==> config.mk <==
export PLATFORM = sky130hd
export DESIGN_NAME = a23_cache_flush_engine_flat
export DESIGN_NICKNAME = d
export VERILOG_FILES = /design/src/rtl/a23_cache_flush_engine_if.sv /design/src/rtl/a23_cache_flush_engine.sv /design/src/flat_wrapper.sv
export SDC_FILE = /design/constraint.sdc
export NUM_CORES = 1
export LEC_CHECK = 0
export BUFFER_PORTS_ARGS = -buffer_cell sky130_fd_sc_hd__buf_2
export CAP_MARGIN = 10
export CORE_ASPECT_RATIO = 0.6
export CORE_MARGIN = 3
export CORE_UTILIZATION = 39
export CTS_CLUSTER_DIAMETER = 60
export DETAILED_ROUTE_END_ITERATION = 7
export GPL_TIMING_DRIVEN = 0
export PLACE_DENSITY = 0.8
export SETUP_SLACK_MARGIN = 0.3
export SLEW_MARGIN = 40
export SYNTH_ARGS = -nofsm -noshare
export SYNTH_HDL_FRONTEND = slang
export SYNTH_SLANG_ARGS = --single-unit
==> constraint.sdc <==
create_clock -name i_clk -period 2.4 [get_ports i_clk]
set_clock_uncertainty 0.05 [all_clocks]
set_input_delay 0.24 -clock i_clk [delete_from_list [all_inputs] [get_ports i_clk]]
set_output_delay 0.24 -clock i_clk [all_outputs]
set_load 0.02 [all_outputs]
==> src/rtl/a23_cache_flush_engine_if.sv <==
// CP15-side bundle for the cache flush engine: control inputs, tag RAM write port and status.
interface a23_cache_flush_engine_if #(
  parameter int unsigned LINE_ADDR_W = 8,
  parameter int unsigned WAYS        = 4
);
  logic                   i_cache_enable;
  logic                   i_cache_flush;
  logic [31:0]            i_cacheable_area;
  logic [31:0]            i_address;
  logic                   o_cacheable;
  logic                   o_stall;
  logic                   o_tag_wen;
  logic [LINE_ADDR_W-1:0] o_tag_waddr;
  logic [WAYS-1:0]        o_tag_wway;
  logic                   o_flush_done;
  logic [15:0]            o_flush_count;

  modport master (
    output i_cache_enable, i_cache_flush, i_cacheable_area, i_address,
    input  o_cacheable, o_stall, o_tag_wen, o_tag_waddr, o_tag_wway,
           o_flush_done, o_flush_count
  );

  modport slave (
    input  i_cache_enable, i_cache_flush, i_cacheable_area, i_address,
    output o_cacheable, o_stall, o_tag_wen, o_tag_waddr, o_tag_wway,
           o_flush_done, o_flush_count
  );
endinterface

==> src/rtl/a23_cache_flush_engine.sv <==
// Walks every tag line clearing all ways after reset or a CP15 flush strobe, stalling the core meanwhile.
// Optional completed-walk counter enabled by defining A23_FLUSH_COUNT_EN.
module a23_cache_flush_engine #(
  parameter int unsigned LINE_ADDR_W = 8,
  parameter int unsigned WAYS        = 4
) (
  input  logic                     i_clk,
  input  logic                     i_rst,
  a23_cache_flush_engine_if.slave  bus
);
  localparam int unsigned CNT_W = 16;
  localparam logic [LINE_ADDR_W-1:0] LAST_LINE = '1;

  typedef enum logic [1:0] {ST_IDLE, ST_WALK, ST_DONE} state_t;

  state_t                 state_q, state_d;
  logic [LINE_ADDR_W-1:0] line_q, line_d;
  logic                   stall_q, stall_d;
  logic                   wen_q, wen_d;
  logic [LINE_ADDR_W-1:0] waddr_q, waddr_d;
  logic [WAYS-1:0]        wway_q, wway_d;
  logic                   done_q, done_d;

  // Next state plus next registered outputs, decoded from the next state
  always_comb begin
    state_d = state_q;
    line_d  = line_q;
    case (state_q)
      ST_IDLE: begin
        if (bus.i_cache_flush) begin
          state_d = ST_WALK;
          line_d  = '0;
        end
      end
      ST_WALK: begin
        if (bus.i_cache_flush) begin
          line_d = '0;
        end else if (line_q == LAST_LINE) begin
          state_d = ST_DONE;
          line_d  = '0;
        end else begin
          line_d = line_q + LINE_ADDR_W'(1);
        end
      end
      ST_DONE: begin
        state_d = bus.i_cache_flush ? ST_WALK : ST_IDLE;
        line_d  = '0;
      end
      default: begin
        state_d = ST_WALK;
        line_d  = '0;
      end
    endcase

    stall_d = (state_d != ST_IDLE);
    wen_d   = (state_d == ST_WALK);
    waddr_d = wen_d ? line_d : '0;
    wway_d  = {WAYS{wen_d}};
    done_d  = (state_d == ST_DONE);
  end

  // Reset lands in WALK at line 0 so tags are cleared from power-up
  always_ff @(posedge i_clk) begin
    if (i_rst) begin
      state_q <= ST_WALK;
      line_q  <= '0;
      stall_q <= 1'b1;
      wen_q   <= 1'b1;
      waddr_q <= '0;
      wway_q  <= '1;
      done_q  <= 1'b0;
    end else begin
      state_q <= state_d;
      line_q  <= line_d;
      stall_q <= stall_d;
      wen_q   <= wen_d;
      waddr_q <= waddr_d;
      wway_q  <= wway_d;
      done_q  <= done_d;
    end
  end

  assign bus.o_stall      = stall_q;
  assign bus.o_tag_wen    = wen_q;
  assign bus.o_tag_waddr  = waddr_q;
  assign bus.o_tag_wway   = wway_q;
  assign bus.o_flush_done = done_q;

`ifdef A23_FLUSH_COUNT_EN
  logic [CNT_W-1:0] fcount_q;

  // Saturating count of completed walks, bumped as each DONE cycle ends
  always_ff @(posedge i_clk) begin
    if (i_rst) begin
      fcount_q <= '0;
    end else if (state_q == ST_DONE && fcount_q != '1) begin
      fcount_q <= fcount_q + CNT_W'(1);
    end
  end

  assign bus.o_flush_count = fcount_q;
`else
  assign bus.o_flush_count = CNT_W'(0);
`endif

  // 2MB regions from bits 25:21; upper bits ignored so the map repeats every 64MB
  assign bus.o_cacheable = bus.i_cache_enable & ~stall_q
                         & bus.i_cacheable_area[bus.i_address[25:21]];

  logic unused_addr_bits;
  assign unused_addr_bits = ^{bus.i_address[31:26], bus.i_address[20:0]};
endmodule

==> src/flat_wrapper.sv <==
// flat-port wrapper written by rule: the top's interface ports become plain ports
module a23_cache_flush_engine_flat 
#(
  parameter int unsigned LINE_ADDR_W = 8,
  parameter int unsigned WAYS        = 4
)
  (i_clk, i_rst, bus_i_cache_enable, bus_i_cache_flush, bus_i_cacheable_area, bus_i_address, bus_o_cacheable, bus_o_stall, bus_o_tag_wen, bus_o_tag_waddr, bus_o_tag_wway, bus_o_flush_done, bus_o_flush_count);
  a23_cache_flush_engine_if #(.LINE_ADDR_W(LINE_ADDR_W), .WAYS(WAYS)) bus_i ();
  input  logic i_clk;
  input  logic i_rst;
  input wire logic [$bits(bus_i.i_cache_enable)-1:0] bus_i_cache_enable;
  input wire logic [$bits(bus_i.i_cache_flush)-1:0] bus_i_cache_flush;
  input wire logic [$bits(bus_i.i_cacheable_area)-1:0] bus_i_cacheable_area;
  input wire logic [$bits(bus_i.i_address)-1:0] bus_i_address;
  output wire logic [$bits(bus_i.o_cacheable)-1:0] bus_o_cacheable;
  output wire logic [$bits(bus_i.o_stall)-1:0] bus_o_stall;
  output wire logic [$bits(bus_i.o_tag_wen)-1:0] bus_o_tag_wen;
  output wire logic [$bits(bus_i.o_tag_waddr)-1:0] bus_o_tag_waddr;
  output wire logic [$bits(bus_i.o_tag_wway)-1:0] bus_o_tag_wway;
  output wire logic [$bits(bus_i.o_flush_done)-1:0] bus_o_flush_done;
  output wire logic [$bits(bus_i.o_flush_count)-1:0] bus_o_flush_count;
  assign bus_i.i_cache_enable = bus_i_cache_enable;
  assign bus_i.i_cache_flush = bus_i_cache_flush;
  assign bus_i.i_cacheable_area = bus_i_cacheable_area;
  assign bus_i.i_address = bus_i_address;
  assign bus_o_cacheable = bus_i.o_cacheable;
  assign bus_o_stall = bus_i.o_stall;
  assign bus_o_tag_wen = bus_i.o_tag_wen;
  assign bus_o_tag_waddr = bus_i.o_tag_waddr;
  assign bus_o_tag_wway = bus_i.o_tag_wway;
  assign bus_o_flush_done = bus_i.o_flush_done;
  assign bus_o_flush_count = bus_i.o_flush_count;
  a23_cache_flush_engine #(.LINE_ADDR_W(LINE_ADDR_W), .WAYS(WAYS)) u_core (.i_clk(i_clk), .i_rst(i_rst), .bus(bus_i));
endmodule
* Word level (Yosys, flattened, before mapping)
Cells that the tools add are included.
** Storage, ports and cells
- Register bits :: 22
- Latch bits :: 0
- Memory bits (writable) :: 0
- Bits in read-only memories :: 0
- Bits of input ports :: 68
- Output and inout bits :: 32
- Word-level logic and storage cells :: 32
- Memories kept :: 0
** Cells by class
- $add $sub $neg :: 1
- Multiply operators :: 0
- Divide/modulo/power cells :: 0
- Order comparisons :: 1
- Equal/unequal tests :: 5
- Shift operators :: 0
- Muxes and demuxes :: 11
- Bitwise gates (word level) :: 4
- Reductions and logical operators :: 3
** Operators with widths (count)
- 8-bit 2-to-1 mux :: 3
- 8-bit one-hot mux with 2 select lines :: 1
- 8-bit by 1-bit adder with 8-bit output, second input constant :: 1
- 8-bit equality test, second input constant :: 1
- 5-bit by 6-bit less-than comparator with 1-bit output, second input constant :: 1
- 2-bit 2-to-1 mux :: 3
- 2-bit one-hot mux with 3 select lines :: 1
- 1-bit binary-select mux with 5-bit select :: 1
- 2-bit by 1-bit equality test with 1-bit output, second input constant :: 2
- 2-bit equality test, second input constant :: 2
- 1-bit bitwise AND :: 2
- 2-bit zero test :: 1
- 1-bit 2-to-1 mux :: 2
- 1-bit inverter :: 2
- 2-bit nonzero test :: 1
- 2-bit OR reduction :: 1

* Logic depth before layout (Yosys ltp)
- Depth after elaboration :: 7
- Gate-level depth with buffers :: 6
- Depth with buffers taken out :: 5

* Least setup slack after synthesis
Ideal clock, no wire load.
- Kind :: input to output
- Start point :: input port bus_i_address[23]
- End point :: output port bus_o_cacheable
- Arrival time :: 1.601 ns
- Required time :: 2.110 ns
- Setup slack :: 0.509 ns
- Stages on the path :: 5
- Buffers on the path :: 1
- Path through :: clkbuf_1 -> mux4_2 -> a2bb2oi_1 -> a221oi_1 -> nor4_1
** Between the ends
- Cells in the longest elaborated chain, start to end :: 3
** RTL lines
- start: declaration :: line flat_wrapper.sv:14 : input wire logic [$bits(bus_i.i_address)-1:0] bus_i_address;
- 1-bit binary-select mux with 5-bit select :: line a23_cache_flush_engine.sv:108 : & bus.i_cacheable_area[bus.i_address[25:21]];
- 1-bit 2-to-1 mux (implied by the code) :: line a23_cache_flush_engine.sv:108
- 1-bit bitwise AND :: line a23_cache_flush_engine.sv:108
- end: declaration :: line flat_wrapper.sv:15 : output wire logic [$bits(bus_i.o_cacheable)-1:0] bus_o_cacheable;
Every way passes these cells. The select of a mux whose other input is x is not followed.

* Final worst setup path
- Start point :: input port bus_i_address[22]
- End point :: output port bus_o_cacheable
The elaborated chain is that of the path after synthesis.

==> out/metrics.yaml <==
cells_and_area:
  finalNetCount: 278
  final_area_sq_um: 1690
  area_growth_pct: 33.8
  final_cells: 250
  final_core_util_pct: 56.7
  drive_above_1_share_pct: 43.3
  n_antenna_cell: 0
timing:
  fmax_mhz: 495
  tns_ns: 0
  setup_violations: 0
  setup_ws_ns: 0.381
  finalHoldViolCount: 0
  fin_crit_ns: 2.02
  holdWs_ns: 0.208
  finalCritPeriodShare_pct: 84.1
  drv_slew: 0
  grt_setup_unrepaired: "no"
placed_design:
  dp_worst_setup_slack_ns: 0.396
  dp_hpwl_microns: 2350
  dpl_cell_area_sq_um: 1640
  gp_congestion: 0.877
  portBuffers: 54
  dp_cells: 246
worst_hold_path:
  min_path_type: "in -> reg"
  worstHoldStart: "bus_i_cache_flush"
logic_synthesis:
  ys_warn_count: 0
  synth_top_area_share_pct: 33.2
  syn_area_sq_um: 1260
  synth_edf_count: 0
  synth-main-ff-cell: "dfxtp_1"
  ys_seq_elements: 21
  syn_area_per_cell_sq_um: 9.37
  synthTopCellsByArea: "dfxtp_1 33%, buf_4 12%, mux4_2 8.9%"
  synth_cells: 135
  synth_cell_type_count: 40
  yosysSeqAreaShare_pct: 33.2
  synth_area_leader_cell: "dfxtp_1"
  synth-async-reset-ratio_pct: 0
floorplan:
  rows: 15
  io_pins: 100
  core-area_sq_um: 2980
  die_x_microns: 79.5
  die_y_microns: 50.1
  die_area_sq_um: 3990
  start_util_pct: 42.4
grt:
  grt-ovfl-total: 0
  antenna_found_initial: 0
  grt_max_degree: 14
  grt_first_pass_wirelength_microns: 4170
  grt_usage_pct: 13.2
  grt_pass1_vias: 950
critical_path:
  cp.required_ns: 2.11
  cpMaxStageDelayCell: "mux4_2"
  critical_path.startpoint: "bus_i_address[22]"
  cp_cell_sequence: "buf_2 -> buf_6 -> mux4_2 -> mux2_2 -> nor3b_1 -> nor4_1 -> buf_2"
  critPathBufInv: 3
  crit_path_frequent_cell: "buf_2"
  rrSetupSlack_ns: 0.45
  path_class: "in -> out"
  r2r-start: "u_core.line_q[0]"
  startpoint_type: "input pin"
  end_kind: "primary output"
  cp_max_fo: 10
  crit_arrival_ns: 1.73
  path_delay_family: "multiplexers"
  cpPeakStageDelay_ns: 0.50
pwr:
  ir_drop_v: 0.000232
  leakage_nw: 0.806
  p_int_mw: 0.545
  p_seq_share_pct: 48.5
  swShare_pct: 25.4
  clkPwrFrac_pct: 31.9
  switchingPower_mw: 0.186
  power_frac_comb_pct: 19.7
  power_density_nw_per_um2: 432
  finalPower_mw: 0.731
clocking:
  clock_path_buffers: 2
  cts_resized: 0
  ctsHoldBuffers: 0
  cts_tree: "yes"
  clkTransAtPathRegs_ns: 0.07
  clk_latency_ns: 0.27
  postCtsSetupBuffers: 0
  htreeDepth: 1
  cts_root_buffer: "clkbuf_8"
  cts.sinks: 21
  numCtsBuffers: 3
route:
  drc: 0
  num_vias: 1155
  routed_wl_microns: 2820
  antenna_left: 0
  drtIter0Drc: 50
  dr.pass1.iters: 4
  avgRoutedWirePerCell_microns: 11.3
  viasPerCell: 4.62
status:
  outcome: "finished, final reports clean"
job:
  maxCapViolations: 0
## cell families (layout without fill, tap and decap cells)
logic type	count (synthesis)	in the layout	synth area share, %
flops	21	21	33.2
simple gates	50	50	21.9
mux	14	14	16.2
compound gates	17	17	9.89
fa+ha+maj	1	1	0.989
other cells	1	16	0.296
xor+xnor	3	3	2.08
buf+inv	28	86	15.4
## layout by cell type (no fill, tap or decap), types with 2 or more instances in the layout
cell and n:
or3_1 3, xor2_1 3, nand2_1 6, and2_1 2
mux2_2 2, and2_0 2, dfxtp_1 21, mux4_2 5
and3_1 6, a311oi_1 2, nor3_1 8, nand2b_1 3
clkbuf_1 6, mux2i_1 7, clkbuf_8 3, buf_6 2
nand3_1 4, buf_2 54, conb_1 16, buf_4 20
nor2_1 8, a21oi_1 2, a31oi_1 3
## state kept, by name (all words and copies together) (netlist names)
signal                   flops
u_core.bus.o_tag_waddr       8
u_core.bus.o_flush_done      1
u_core.bus.o_stall           1
u_core.state_q               2
u_core.bus.o_tag_wen         1
u_core.line_q                8
## worst paths after layout
path                            cells after the start                         to
worst max-delay path                                7            bus_o_cacheable
worst min-delay path                                2         u_core.bus.o_stall
worst max register to register                      6  u_core.bus.o_tag_waddr[3]
worst min register to register                      2           u_core.line_q[4]
## synth_stat cells, types with 2 or more instances
cell      count
nor3_1        8
dfxtp_1      21
nand2_1       6
a311oi_1      2
and2_0        2
and2_1        2
and3_1        6
nor2_1        8
or3_1         3
nand2b_1      3
a31oi_1       3
a21oi_1       2
mux4_2        5
buf_4        20
nand3_1       4
mux2_2        2
clkbuf_1      6
xor2_1        3
buf_6         2
mux2i_1       7
## layout make-up
class	count	area [sq um]
Buffer	28	195
Clock buffer	3	41.3
Clock inverter	1	7.51
Fill cell	267	1290
Multi-Input combinational cell	101	706
Sequential cell	21	420
Tap cell	42	52.6
Timing Repair Buffer	54	270
## power groups by stage
stage,logic [mW],registers (mW),clock network [mW]
after floorplan,0.0981,0.364,0
after global placement,0.141,0.362,0
after detailed placement,0.142,0.362,0
after CTS,0.142,0.354,0.240
after global routing,0.156,0.355,0.250
final,0.144,0.354,0.233
## worst register-to-register path: cells and delay by family (launching register included)
family	cells	cell delay, ns
flip-flops	1	0.43
AO/OA/AOI/OAI	1	0.43
AND/OR/NAND/NOR	3	0.41
adder cells (fa/ha/maj)	1	0.26
buffers and inverters	1	0.25
## layer usage
| layer | vias to the layer above | GRT usage [%] | wire [microns] |
|---|---|---|---|
| li1 | 604 | - | - |
| met4 | 0 | 4.00 | 27 |
| met5 | - | 0 | 0 |
| met3 | 4 | 3.47 | 134 |
| met2 | 23 | 19.5 | 1260 |
| met1 | 524 | 18.8 | 1400 |
Note: power is estimated with default switching activity, not from simulation.
